### src/rtl/uart_tx_top_if.sv
// Serial transmit board interface: switch/button inputs, line and display outputs.
// Latency: n/a (wires only).
// Backpressure: none; presses arriving while a frame is in flight are dropped by the slave.
//
// Ports:
//   i_Data  8  byte to send (slide switches)
//   i_Send  1  send push button, active-low
//   o_Tx    1  serial line, idle high
//   o_fBusy 1  frame in progress
//   o_fDone 1  one-cycle pulse at end of frame
//   o_FND0  7  segments, low nibble of last byte sent
//   o_FND1  7  segments, high nibble of last byte sent
interface uart_tx_top_if;
   logic [7:0] i_Data;
   logic       i_Send;
   logic       o_Tx;
   logic       o_fBusy;
   logic       o_fDone;
   logic [6:0] o_FND0;
   logic [6:0] o_FND1;

   modport master (
      output i_Data, i_Send,
      input  o_Tx, o_fBusy, o_fDone, o_FND0, o_FND1
   );

   modport slave (
      input  i_Data, i_Send,
      output o_Tx, o_fBusy, o_fDone, o_FND0, o_FND1
   );
endinterface

### src/rtl/uart_tx_top.sv
// UART transmitter top: button press sends the switch byte as one 8N1 (8E1) frame, LSB first.
// Latency: o_Tx falls 3 cycles after i_Send is first sampled low; frame is 10 (11) bit times.
// Backpressure: none; presses while a frame is in progress are dropped, never queued.
//
// Ports: i_Clk clock, i_Rst async active-low reset, bus (uart_tx_top_if.slave):
//   i_Data/i_Send in, o_Tx/o_fBusy/o_fDone/o_FND0/o_FND1 out.
// Build option: define UART_TX_PARITY_EN to add an even-parity bit (8E1).

// Hex digit to seven segments, active-high, bit order {g,f,e,d,c,b,a}.
module FND (
   input  logic [3:0] i_Num,
   output logic [6:0] o_Seg
);
   always_comb begin
      o_Seg = 7'h00;
      case (i_Num)
         4'h0: o_Seg = 7'h3F;
         4'h1: o_Seg = 7'h06;
         4'h2: o_Seg = 7'h5B;
         4'h3: o_Seg = 7'h4F;
         4'h4: o_Seg = 7'h66;
         4'h5: o_Seg = 7'h6D;
         4'h6: o_Seg = 7'h7D;
         4'h7: o_Seg = 7'h07;
         4'h8: o_Seg = 7'h7F;
         4'h9: o_Seg = 7'h6F;
         4'hA: o_Seg = 7'h77;
         4'hB: o_Seg = 7'h7C;
         4'hC: o_Seg = 7'h39;
         4'hD: o_Seg = 7'h5E;
         4'hE: o_Seg = 7'h79;
         default: o_Seg = 7'h71;
      endcase
   end
endmodule

module uart_tx_top #(
   parameter int CLK_FREQ = 50_000_000,
   parameter int BAUD     = 115200
) (
   input  logic          i_Clk,
   input  logic          i_Rst,
   uart_tx_top_if.slave  bus
);
   localparam int CLKS_PER_BIT = CLK_FREQ / BAUD;
   localparam int CW = (CLKS_PER_BIT > 1) ? $clog2(CLKS_PER_BIT) : 1;
   localparam logic [CW-1:0] CNT_LAST = CW'(CLKS_PER_BIT - 1);

`ifdef UART_TX_PARITY_EN
   typedef enum logic [2:0] {IDLE, START, DATA, PARITY, STOP} state_t;
`else
   typedef enum logic [1:0] {IDLE, START, DATA, STOP} state_t;
`endif

   // Button synchronizer; the third flop gives the previous level for edge detection.
   logic send_s1, send_s2, send_s3, press_q;

   always_ff @(posedge i_Clk or negedge i_Rst) begin
      if (!i_Rst) begin
         send_s1 <= 1'b1;
         send_s2 <= 1'b1;
         send_s3 <= 1'b1;
         press_q <= 1'b0;
      end else begin
         send_s1 <= bus.i_Send;
         send_s2 <= send_s1;
         send_s3 <= send_s2;
         press_q <= send_s3 & ~send_s2;   // falling edge only, so a held button fires once
      end
   end

   state_t        state_q, state_d;
   logic [CW-1:0] cnt_q, cnt_d;
   logic [2:0]    idx_q, idx_d;
   logic [7:0]    shreg_q, shreg_d;
   logic [7:0]    disp_q, disp_d;
   logic          tx_q, tx_d;
   logic          busy_q, busy_d;
   logic          done_q, done_d;
   logic          bit_end;

   assign bit_end = (cnt_q == CNT_LAST);

   // State register; outputs are registered alongside so they change on the same edge.
   always_ff @(posedge i_Clk or negedge i_Rst) begin
      if (!i_Rst) begin
         state_q <= IDLE;
         cnt_q   <= '0;
         idx_q   <= '0;
         shreg_q <= '0;
         disp_q  <= '0;
         tx_q    <= 1'b1;
         busy_q  <= 1'b0;
         done_q  <= 1'b0;
      end else begin
         state_q <= state_d;
         cnt_q   <= cnt_d;
         idx_q   <= idx_d;
         shreg_q <= shreg_d;
         disp_q  <= disp_d;
         tx_q    <= tx_d;
         busy_q  <= busy_d;
         done_q  <= done_d;
      end
   end

   // Next-state logic. The switches are sampled only in the press cycle; they are
   // static by then, so no synchronizer is used on i_Data.
   always_comb begin
      state_d = state_q;
      cnt_d   = cnt_q;
      idx_d   = idx_q;
      shreg_d = shreg_q;
      disp_d  = disp_q;
      if (state_q != IDLE)
         cnt_d = bit_end ? '0 : cnt_q + 1'b1;
      case (state_q)
         IDLE: begin
            if (press_q) begin
               shreg_d = bus.i_Data;
               disp_d  = bus.i_Data;
               cnt_d   = '0;
               idx_d   = '0;
               state_d = START;
            end
         end
         START: begin
            if (bit_end) begin
               idx_d   = '0;
               state_d = DATA;
            end
         end
         DATA: begin
            if (bit_end) begin
               if (idx_q == 3'd7) begin
`ifdef UART_TX_PARITY_EN
                  state_d = PARITY;
`else
                  state_d = STOP;
`endif
               end else begin
                  idx_d = idx_q + 3'd1;
               end
            end
         end
`ifdef UART_TX_PARITY_EN
         PARITY: if (bit_end) state_d = STOP;
`endif
         STOP:   if (bit_end) state_d = IDLE;
         default: state_d = IDLE;
      endcase
   end

   // Output logic, decoded from the upcoming state so it lands in the output flops.
   always_comb begin
      tx_d   = 1'b1;
      busy_d = (state_d != IDLE);
      done_d = (state_q == STOP) && (state_d == IDLE);
      case (state_d)
         START:  tx_d = 1'b0;
         DATA:   tx_d = shreg_d[idx_d];
`ifdef UART_TX_PARITY_EN
         PARITY: tx_d = ^shreg_d;
`endif
         default: tx_d = 1'b1;
      endcase
   end

   assign bus.o_Tx    = tx_q;
   assign bus.o_fBusy = busy_q;
   assign bus.o_fDone = done_q;

   FND u_fnd0 (.i_Num(disp_q[3:0]), .o_Seg(bus.o_FND0));
   FND u_fnd1 (.i_Num(disp_q[7:4]), .o_Seg(bus.o_FND1));
endmodule

### src/flat_wrapper.sv
// flat-port wrapper written by rule: the top's interface ports become plain ports
module uart_tx_top_flat 
#(
   parameter int CLK_FREQ = 50_000_000,
   parameter int BAUD     = 115200
)
  (i_Clk, i_Rst, bus_i_Data, bus_i_Send, bus_o_Tx, bus_o_fBusy, bus_o_fDone, bus_o_FND0, bus_o_FND1);
  uart_tx_top_if bus_i ();
  input  logic i_Clk;
  input  logic i_Rst;
  input wire logic [$bits(bus_i.i_Data)-1:0] bus_i_Data;
  input wire logic [$bits(bus_i.i_Send)-1:0] bus_i_Send;
  output wire logic [$bits(bus_i.o_Tx)-1:0] bus_o_Tx;
  output wire logic [$bits(bus_i.o_fBusy)-1:0] bus_o_fBusy;
  output wire logic [$bits(bus_i.o_fDone)-1:0] bus_o_fDone;
  output wire logic [$bits(bus_i.o_FND0)-1:0] bus_o_FND0;
  output wire logic [$bits(bus_i.o_FND1)-1:0] bus_o_FND1;
  assign bus_i.i_Data = bus_i_Data;
  assign bus_i.i_Send = bus_i_Send;
  assign bus_o_Tx = bus_i.o_Tx;
  assign bus_o_fBusy = bus_i.o_fBusy;
  assign bus_o_fDone = bus_i.o_fDone;
  assign bus_o_FND0 = bus_i.o_FND0;
  assign bus_o_FND1 = bus_i.o_FND1;
  uart_tx_top #(.CLK_FREQ(CLK_FREQ), .BAUD(BAUD)) u_core (.i_Clk(i_Clk), .i_Rst(i_Rst), .bus(bus_i));
endmodule
### config.mk
export PLATFORM = sky130hd
export DESIGN_NAME = uart_tx_top_flat
export DESIGN_NICKNAME = d
export VERILOG_FILES = /design/src/rtl/uart_tx_top_if.sv /design/src/rtl/uart_tx_top.sv /design/src/flat_wrapper.sv
export SDC_FILE = /design/constraint.sdc
export NUM_CORES = 1
export LEC_CHECK = 0
export BUFFER_PORTS_ARGS = -buffer_cell sky130_fd_sc_hd__buf_2
export CORE_ASPECT_RATIO = 1.25
export CORE_UTILIZATION = 25
export DETAILED_ROUTE_END_ITERATION = 7
export PLACE_DENSITY = 0.45
export SETUP_SLACK_MARGIN = 0.4
export SLEW_MARGIN = 20
export SYNTH_ARGS = -nofsm -noshare
export SYNTH_HDL_FRONTEND = slang
export SYNTH_SLANG_ARGS = --single-unit
### constraint.sdc
create_clock -name i_Clk -period 3.15 [get_ports i_Clk]
set_input_delay 0.63 -clock i_Clk [delete_from_list [all_inputs] [get_ports i_Clk]]
set_output_delay 0.63 -clock i_Clk [all_outputs]
set_load 0.03 [all_outputs]
==> results of run 1 <==
metal layers:
layer	vias to the layer above	global-route usage (%)	part of all wire [%]
met5	-	0	0
met4	0	3.27	1.5
met3	8	2.92	4.6
met2	29	18.8	50
met1	754	12.5	44
li1	829	-	-
worst reg2reg max path: stages (launching register included):
cell	delay (ps)
dfrtp_1	390
inv_1	70
ha_1	150
and4bb_4	310
nand3_2	140
o31ai_4	340
mux2i_1	250
o22ai_1	110
o31a_1	280
flip-flops by register name, summed over array words and instances, names as in the netlist:
name / flops
u_core.send_s2: 1
u_core.shreg_q: 8
u_core.bus.o_fBusy: 1
u_core.disp_q: 8
u_core.press_q: 1
u_core.bus.o_Tx: 1
u_core.bus.o_fDone: 1
u_core.state_q: 2
u_core.send_s3: 1
u_core.send_s1: 1
u_core.idx_q: 3
u_core.cnt_q: 9
layout by cell type (no fill, tap or decap), drive strengths merged, types with 5 or more instances in the layout:
master / count
or3: 5
o21ai: 18
dfrtp: 33
a21oi: 10
clkbuf: 6
buf: 27
nor2: 15
inv: 14
nand2: 43
ha: 17
mux2i: 6
a31oi: 6
area by class of cell:
class	count	share of cell area, %
multi-input combinational	167	45.7
sequential	37	38.4
timing repair buffer	27	5.57
tap	97	5.00
clock buffer	6	2.99
inverter	14	2.16
clock inverter	1	0.206
cells in the mapped netlist, types with 2 or more instances:
library cell / instances
a31oi_1: 5
o31ai_1: 2
mux2i_1: 6
o21ai_1: 2
o31ai_4: 2
dfrtp_1: 33
or3_1: 5
xnor2_1: 2
ha_1: 17
nand2b_1: 4
or2_2: 2
clkbuf_1: 4
a211oi_1: 2
dfstp_2: 4
o21ai_0: 16
nor2b_1: 4
a2bb2oi_1: 2
nor3_1: 2
nor2_1: 15
nand2_1: 43
xor2_1: 4
inv_1: 14
a21oi_1: 10
nand4_1: 3
and3_1: 2
buf_2: 2
a22oi_1: 2
per-stage QoR:
stage,std cells,setup WS [ps],area (um^2)
6_report,349,668,2430
5_1_grt,349,546,2430
4_1_cts,349,638,2430
3_5_place_dp,342,970,2350
3_3_place_gp,342,933,2350
2_1_floorplan,224,879,2120
power groups by stage:
| stage | Clock, W | Combinational, W | Sequential (W) |
|---|---|---|---|
| 2_1_floorplan | 0 | 0.000460 | 0.000639 |
| 3_3_place_gp | 0 | 0.000579 | 0.000683 |
| 3_5_place_dp | 0 | 0.000578 | 0.000678 |
| 5_1_grt | 0.000344 | 0.000645 | 0.000688 |
| 4_1_cts | 0.000327 | 0.000580 | 0.000669 |
| 6_report | 0.000303 | 0.000574 | 0.000670 |
logic make-up (layout without fill, tap and decap cells):
kind of cell             count (synthesis)  count (layout)  share of synthesized area [%]
AO/OA/AOI/OAI                           51              51                           16.8
XOR/XNOR                                 6               6                           2.48
adder cells (fa/ha/maj)                 17              17                           10.0
buffers and inverters                   20              48                           3.66
flip-flops                              37              37                           43.9
multiplexers                             7               7                           3.90
AND/OR/NAND/NOR                         86              86                           19.2
how the worst max path moves through the flow:
stage	endpoint	cells after the start	slack [ps]
final	bus_o_FND0[3]	6	670
after global routing	bus_o_FND0[3]	6	550
after CTS	bus_o_FND0[3]	6	640
after detailed placement	bus_o_FND0[3]	6	970
after global placement	bus_o_FND0[3]	6	930
after floorplan	bus_o_FND0[3]	5	880
==> results.ini, run 1 <==
[sta]
final_hold_viol_count = 0
fin_tns_setup_ps = 0
skew_ps = 8.12
max_freq_mhz = 403
finalCritPeriodShare_pct = 78.8
finalCriticalPeriod_ps = 2480
finalMaxSlewViolations = 0
worst_slew_pin_slew_ps = 824
whs_ps = 359
setup_violations = 0
rsz0062_at_grt = no
max-slew-margin-rel_pct = 45.0

[run]
drv_cap = 0

[power_and_ir_drop]
p_int_w = 0.000932
vdd_drop_max_v = 0.000289
switching_share_pct = 39.7
power_frac_seq_pct = 43.3
powerDensity_nw_per_um2 = 637
total_power_w = 0.00155
switchingPower_w = 0.000614
p_clk_share_pct = 19.6
p_leak_nw = 1.11
combPwrFrac_pct = 37.1

[setup_path]
crit_path_end_kind = output pin
rrSetupSlack_ps = 1040
cp_top_family = flip-flops
cp_cell_sequence = inv_1 -> ha_1 -> or2_2 -> o211a_1 -> a31oi_1 -> buf_2
critPathArrivalTime_ps = 1850
critPathKind = register to output pin
cpPeakStageDelay_ps = 420
cp_data_required_time_ps = 2520
path_buf_inv = 2
r2r-end = u_core.bus.o_Tx
startpoint = u_core.disp_q[1]
crit_path_start_kind = register
cpMaxStageDelayCell = dfrtp_1
reg2reg_depth = 8
cp_max_fo = 5
r2r-start = u_core.cnt_q[1]

[clocking]
clock_path_buffers = 2
postCtsHoldBufs = 0
cts_root_buf = clkbuf_8
clkSinkCount = 37
worstSkewPairLatency_ps = 280
cts_buffers = 5
cts_resized = 0
clkTransAtPathRegs_ps = 70
htreeDepth = 2
post_cts_buffers = 0
cts_tree = yes

[logic_synthesis]
synth.area.top_cells = dfrtp_1 (39%), ha_1 (10%), nand2_1 (7.6%)
synth_cells = 224
synth_edf_count = 0
ys_ff_latch = 37
yosysWarnings = 0
yosysUniqueCellTypes = 42
synth_top_area_share_pct = 39.0
synth_top_area_cell = dfrtp_1
synth_area_um2 = 2120
syn_nets = 252
syn_avg_cell_area_um2 = 9.46
async_flop_share_pct = 100
synth-main-ff-cell = dfrtp_1
ys_seq_area_share_pct = 43.9

[final_layout]
fillers = 860
register_area_um2 = 931
area_growth_pct = 14.6
finish.utilization_pct = 29.5
multi_input_area_um2 = 1110
num_antenna_cells = 0
drive_gt1_share_pct = 17.9
nets = 280

[floorplanning]
fp.dieH_um = 105
initial_core_util_pct = 25.7
die_x_um = 84.3
die-area_um2 = 8850
coreArea_um2 = 8240
top_level_ports = 28
rows = 37

[routing]
vias_per_cell = 4.64
drc = 8
drt_iter0_drc = 76
dr.pass1.iters = 6
wl_mm = 4.24
ant_nets = 0
vias = 1620
wl_per_cell_um = 12.1

[min_path]
hp-start = u_core.send_s1
holdPathStages = 0
hp-class = register to register
min_to = u_core.send_s2

[run_status]
violations = DRC
run_status = finished, violations left

[global_route]
first_global_vias = 1606
grt_util_all_layers_pct = 10.7
grt-ovfl-total = 0
grt_pass1_wl_mm = 7.48
grt_max_degree = 38
grt_antenna_before_repair = 0

[place]
place_congestion = 0.802
post-dp-hpwl_mm = 3.20
portBuffers = 27

Note: power is estimated with default switching activity, not from simulation.
==> run 2, diff against run 1 <==
--- a/config.mk
+++ b/config.mk
@@ -5,6 +5,7 @@
 export SDC_FILE = /design/constraint.sdc
 export NUM_CORES = 1
 export LEC_CHECK = 0
+export ABC_AREA = 1
 export BUFFER_PORTS_ARGS = -buffer_cell sky130_fd_sc_hd__buf_2
 export CORE_ASPECT_RATIO = 1.25
 export CORE_UTILIZATION = 25
==> constraint.sdc (replaced) <==
create_clock -name i_Clk -period 2.5 [get_ports i_Clk]
set_input_delay 0.5 -clock i_Clk [delete_from_list [all_inputs] [get_ports i_Clk]]
set_output_delay 0.5 -clock i_Clk [all_outputs]
set_load 0.03 [all_outputs]
==> run 2 against run 1 <==
  * The run now ends clean
  * Sequential power is 33% higher
  * Critical path depth is 1 higher
  * Die area is 6.6% higher
  * Via count is 15% higher
  * Clock-buffer cell count is 1 higher
  * Critical path type unchanged
  * Largest power group is now combinational logic
==> results.ini, run 2 <==
[run_status]
run_status = finished clean

[setup_path]
cp_max_fo = 4
crit_top_cell = a21oi_2
cp_data_required_time_ps = 2000
cp_cell_sequence = inv_2 -> ha_4 -> a21oi_2 -> inv_1 -> a21oi_2 -> a31oi_1 -> buf_4
crit_path_start_kind = register
cpPeakStageDelay_ps = 400
critPathKind = register to output pin
cpMaxStageDelayCell = dfrtp_1
critPathArrivalTime_ps = 1520
crit_path_end_kind = output pin

[final_layout]
nets = 348
num_antenna_cells = 0
fin_cells = 441
largest_reg_flops = 9
reg.largest.list = u_core.cnt_q (9), u_core.disp_q (8), u_core.shreg_q (8)
final_cell_mix = nand2_1 (51), inv_1 (37), dfrtp_1 (33)
regMostFlops = u_core.cnt_q
area_growth_pct = 23.0
drive_gt1_share_pct = 29.9
final_common_cell = nand2_1

[power_and_ir_drop]
vdd_drop_max_v = 0.000298
total_power_w = 0.00300
p_leak_nw = 1.41
powerDensity_nw_per_um2 = 1080

[clocking]
cts_root_buf = clkbuf_8
cts_tree = yes
htreeDepth = 2
clock_path_buffers = 2
worstSkewPairLatency_ps = 290
clkTransAtPathRegs_ps = 80
clkSinkCount = 37
cts_buffers = 5

[floorplanning]
initial_core_util_pct = 25.8
die-area_um2 = 9430
die_x_um = 87.1
top_level_ports = 28
fp.dieH_um = 108
coreArea_um2 = 8750
rows = 38

[logic_synthesis]
ys_seq_area_share_pct = 41.2
synth.area.top_cells = dfrtp_1 (37%), ha_1 (9.4%), nand2_1 (8.8%)
syn_avg_cell_area_um2 = 8.10
synth_edf_count = 0
synth_top_area_share_pct = 36.5
yosysUniqueCellTypes = 28
syn_nets = 307
yosysWarnings = 0
yosysMostFrequentCell = nand2_1
synth_area_um2 = 2260
synthTopCellsByCount = nand2_1 (53), inv_1 (46), dfrtp_1 (33)
synth_cells = 279
ys_ff_latch = 37
synth-main-ff-cell = dfrtp_1
synth_top_area_cell = dfrtp_1
async_flop_share_pct = 100

[routing]
vias_per_cell = 4.22
dr.pass1.iters = 4
drt_iter0_drc = 30
vias = 1862
wl_per_cell_um = 11.2
wl_mm = 4.95
drc = 0
ant_nets = 0

[global_route]
grt_antenna_before_repair = 0
grt-ovfl-total = 0
first_global_vias = 1877
grt_util_all_layers_pct = 11.6
grt_pass1_wl_mm = 8.62
grt_max_degree = 38

[sta]
finalCritPeriodShare_pct = 80.8
fin_tns_setup_ps = 0
whs_ps = 309
max-slew-margin-rel_pct = 44.0
finalMaxSlewViolations = 0
final_hold_viol_count = 0
setup_violations = 0
finalCriticalPeriod_ps = 2020
rsz0062_at_grt = yes
worst_slew_pin_slew_ps = 840
skew_ps = 8.31
max_freq_mhz = 495

[place]
post-dp-hpwl_mm = 3.67
place_congestion = 0.756
dp_cells = 424
portBuffers = 27

[run]
drv_cap = 0

[min_path]
hp-class = input port to asynchronous set/reset pin

## run 2: worst paths after layout
| kind | from | end | slack (ps) | depth (start not counted) |
|---|---|---|---|---|
| max | u_core.disp_q[4] | bus_o_FND1[3] | 480 | 7 |
| min | i_Rst | u_core.shreg_q[2] | 310 | 1 |
| max reg2reg | u_core.idx_q[0] | u_core.bus.o_Tx | 710 | 12 |
| min reg2reg | u_core.send_s1 | u_core.send_s2 | 360 | 0 |
| max in group asynchronous | i_Rst | u_core.shreg_q[4] | 1660 | 1 |
| min in group i_Clk | bus_i_Send | u_core.send_s1 | 310 | 1 |
## run 2: per-layer routing
layer  routed length [um]  GRT usage (%)  up-vias
li1                     -              -      960
met1                 2200           13.5      861
met2                 2570           21.4       36
met3                  141           2.29        5
met4                   44           3.21        0
met5                    0              0        -
## run 2: through the flow
stage               area, um^2  setup slack (ps)  utilization, %
global placement          2520               616            28.8
floorplan                 2260               479               -
global route              2780               345            31.8
detailed placement        2520               611            28.8
CTS                       2670               401            30.5
finish                    2780               480            31.8
## run 2: power by group
group / switching [W] / internal [W]
clock network: 0.000214 / 0.000325
logic: 0.000971 / 0.000600
registers: 0.000135 / 0.000758
## run 2: layout make-up
cell class / instances / area [um^2]
multi-input combinational: 186 / 1150
fill: 985 / 5970
inverter: 54 / 204
timing repair buffer: 36 / 229
tap: 120 / 150
sequential: 37 / 931
clock buffer: 7 / 86.3
clock inverter: 1 / 30.0
## run 2: logic make-up after synthesis
group	Yosys count	share of synthesized area, %
xor+xnor	4	1.55
simple gates	124	27.0
flops	37	41.2
fa+ha+maj	17	9.41
compound gates	41	10.9
buf+inv	56	10.0
## run 2: critical path, delay by kind of cell (launching register included)
kind                     cells  cell delay (ps)
AO/OA/AOI/OAI                3              260
flip-flops                   1              400
adder cells (fa/ha/maj)      1              210
buffers and inverters        3              360
## run 2: repair_timing
action                     4_1_cts  5_1_grt
gates resized for setup          4       34
buffers inserted                 4        5
hold buffers                     0        0
setup endpoints to repair        8       10
pin swaps                        0        5
==> run 3, diff against run 2 <==
--- a/config.mk
+++ b/config.mk
@@ -5,7 +5,7 @@
 export SDC_FILE = /design/constraint.sdc
 export NUM_CORES = 1
 export LEC_CHECK = 0
-export ABC_AREA = 1
+export ABC_AREA = 0
 export BUFFER_PORTS_ARGS = -buffer_cell sky130_fd_sc_hd__buf_2
 export CORE_ASPECT_RATIO = 1.25
 export CORE_UTILIZATION = 25
==> constraint.sdc (replaced) <==
create_clock -name i_Clk -period 1.9 [get_ports i_Clk]
set_input_delay 0.38 -clock i_Clk [delete_from_list [all_inputs] [get_ports i_Clk]]
set_output_delay 0.38 -clock i_Clk [all_outputs]
set_load 0.03 [all_outputs]
==> run 3 against run 2 <==
  * Clock skew decreased by 2.3 ps
  * Wire length increased by 5.8%
  * The flow now finishes with violations (DRC, setup timing)
  * Combinational power increased by 36%
  * Via count decreased by 0.38%
  * Clock power decreased by 2%
  * Hold slack got worse by 120 ps
  * Final area increased by 29%
  * Worst setup slack got worse by 680 ps
==> results.ini, run 3 (synthesis gave the netlist of run 1 again) <==
[place]
place_congestion = 0.707
post-dp-hpwl_mm = 3.83
portBuffers = 27

[routing]
wl_per_cell_um = 13.0
drt_iter0_drc = 69
vias = 1855
dr.pass1.iters = 5
vias_per_cell = 4.59
wl_mm = 5.24
ant_nets = 0
drc = 10

[setup_path]
cp_max_fo = 4
cp_data_required_time_ps = 1520
critPathArrivalTime_ps = 1720
critPathKind = register to output pin
crit_path_start_kind = register
crit_path_end_kind = output pin

[sta]
rsz0062_at_grt = yes
finalMaxSlewViolations = 0
setup_violations = 12
setup_ws_ps = -199
finalCritPeriodShare_pct = 110
finalCriticalPeriod_ps = 2100
worst_slew_pin_slew_ps = 364
skew_ps = 6.05
whs_ps = 184
max-slew-margin-rel_pct = 75.7
max_freq_mhz = 476
fin_tns_setup_ps = -776
final_hold_viol_count = 0

[global_route]
grt_max_degree = 19
grt_util_all_layers_pct = 12.7
grt_antenna_before_repair = 0
first_global_vias = 1883
grt-ovfl-total = 0
grt_pass1_wl_mm = 8.83

[final_layout]
fillers = 778
num_antenna_cells = 0
largest_reg_flops = 9
drive_gt1_share_pct = 58.0
nets = 334
final_cell_mix = nand2_1 (38), buf_4 (34), buf_6 (33)
regMostFlops = u_core.cnt_q
final_common_cell = nand2_1
area_growth_pct = 68.9
reg.largest.list = u_core.cnt_q (9), u_core.disp_q (8), u_core.shreg_q (8)

[floorplanning]
die_x_um = 84.3
fp.dieH_um = 105
coreArea_um2 = 8240
top_level_ports = 28
initial_core_util_pct = 25.7
die-area_um2 = 8850
rows = 37

[clocking]
cts_buffers = 5
worstSkewPairLatency_ps = 290
htreeDepth = 2
clock_path_buffers = 2
clkSinkCount = 37
clkTransAtPathRegs_ps = 70
cts_tree = yes
cts_root_buf = clkbuf_8

[min_path]
hp-class = input port to register

[power_and_ir_drop]
p_leak_nw = 1.52
vdd_drop_max_v = 0.000485
powerDensity_nw_per_um2 = 1040
total_power_w = 0.00373

[run_status]
violations = DRC, setup timing
run_status = finished, violations left

[run]
drv_cap = 0

## run 3: cell types whose count changed in the layout (fill, tap and decap cells not counted), moves of 9 or more
cell | before | now
buf_4 | 16 | 34
inv_2 | 16 | 5
inv_1 | 37 | 4
nand2_1 | 51 | 38
ha_4 | 2 | 11
ha_1 | 14 | 4
nor2_1 | 27 | 11
buf_6 | 1 | 33
nand3_1 | 15 | 0
## run 3: layer usage
metal,vias to the layer above,track usage (%),share of wire (%)
li1,932,-,-
met1,883,14.6,41
met2,30,23.0,54
met3,10,3.00,3.0
met4,0,4.00,1.6
met5,-,0,0
## run 3: timing repair
item,4_1_cts,5_1_grt
pin swaps,14,20
hold buffers,1,0
gates resized for setup,66,47
endpoints found under the hold margin,3,0
setup endpoints to repair,28,28
buffers inserted,11,5
## run 3: final timing paths
| path | start | endpoint | slack, ps | cells past startpoint |
|---|---|---|---|---|
| setup / recovery | u_core.disp_q[5] | bus_o_FND1[3] | -200 | 6 |
| hold / removal | bus_i_Send | u_core.send_s1 | 180 | 1 |
| setup reg to reg | u_core.cnt_q[1] | u_core.bus.o_Tx | -140 | 9 |
| hold reg to reg | u_core.send_s1 | u_core.send_s2 | 360 | 0 |
| max in group asynchronous | i_Rst | u_core.bus.o_Tx | 1000 | 3 |
| min in group asynchronous | i_Rst | u_core.press_q | 420 | 2 |
## run 3: where the power goes
part,switching (W),internal (W)
clock network,0.000275,0.000254
registers,0.000118,0.000945
logic,0.00105,0.00109
## run 3: cell type report
cell class / count / area (um^2) / share of cell area, %
clock buffer: 6 / 72.6 / 2.03
clock inverter: 2 / 10.0 / 0.280
inverter: 14 / 65.1 / 1.82
multi-input combinational: 167 / 1670 / 46.7
sequential: 37 / 936 / 26.2
tap: 97 / 121 / 3.39
timing repair buffer: 81 / 702 / 19.6
## run 3: critical path, stage by stage (launching register included)
cell     delay (ps)
dfrtp_2         410
inv_4            70
ha_4            260
inv_2            30
mux4_2          470
inv_4            60
buf_6           120
## run 3: stage by stage
stage / std cells / cell area, um^2 / util (%) / setup slack, ps
5_1_grt: 404 / 3580 / 43.4 / -272
2_1_floorplan: 224 / 2390 / - / -31.1
3_5_place_dp: 379 / 2890 / 35.1 / -164
3_3_place_gp: 379 / 2890 / 35.1 / -101
6_report: 404 / 3580 / 43.4 / -199
4_1_cts: 399 / 3320 / 40.2 / -204
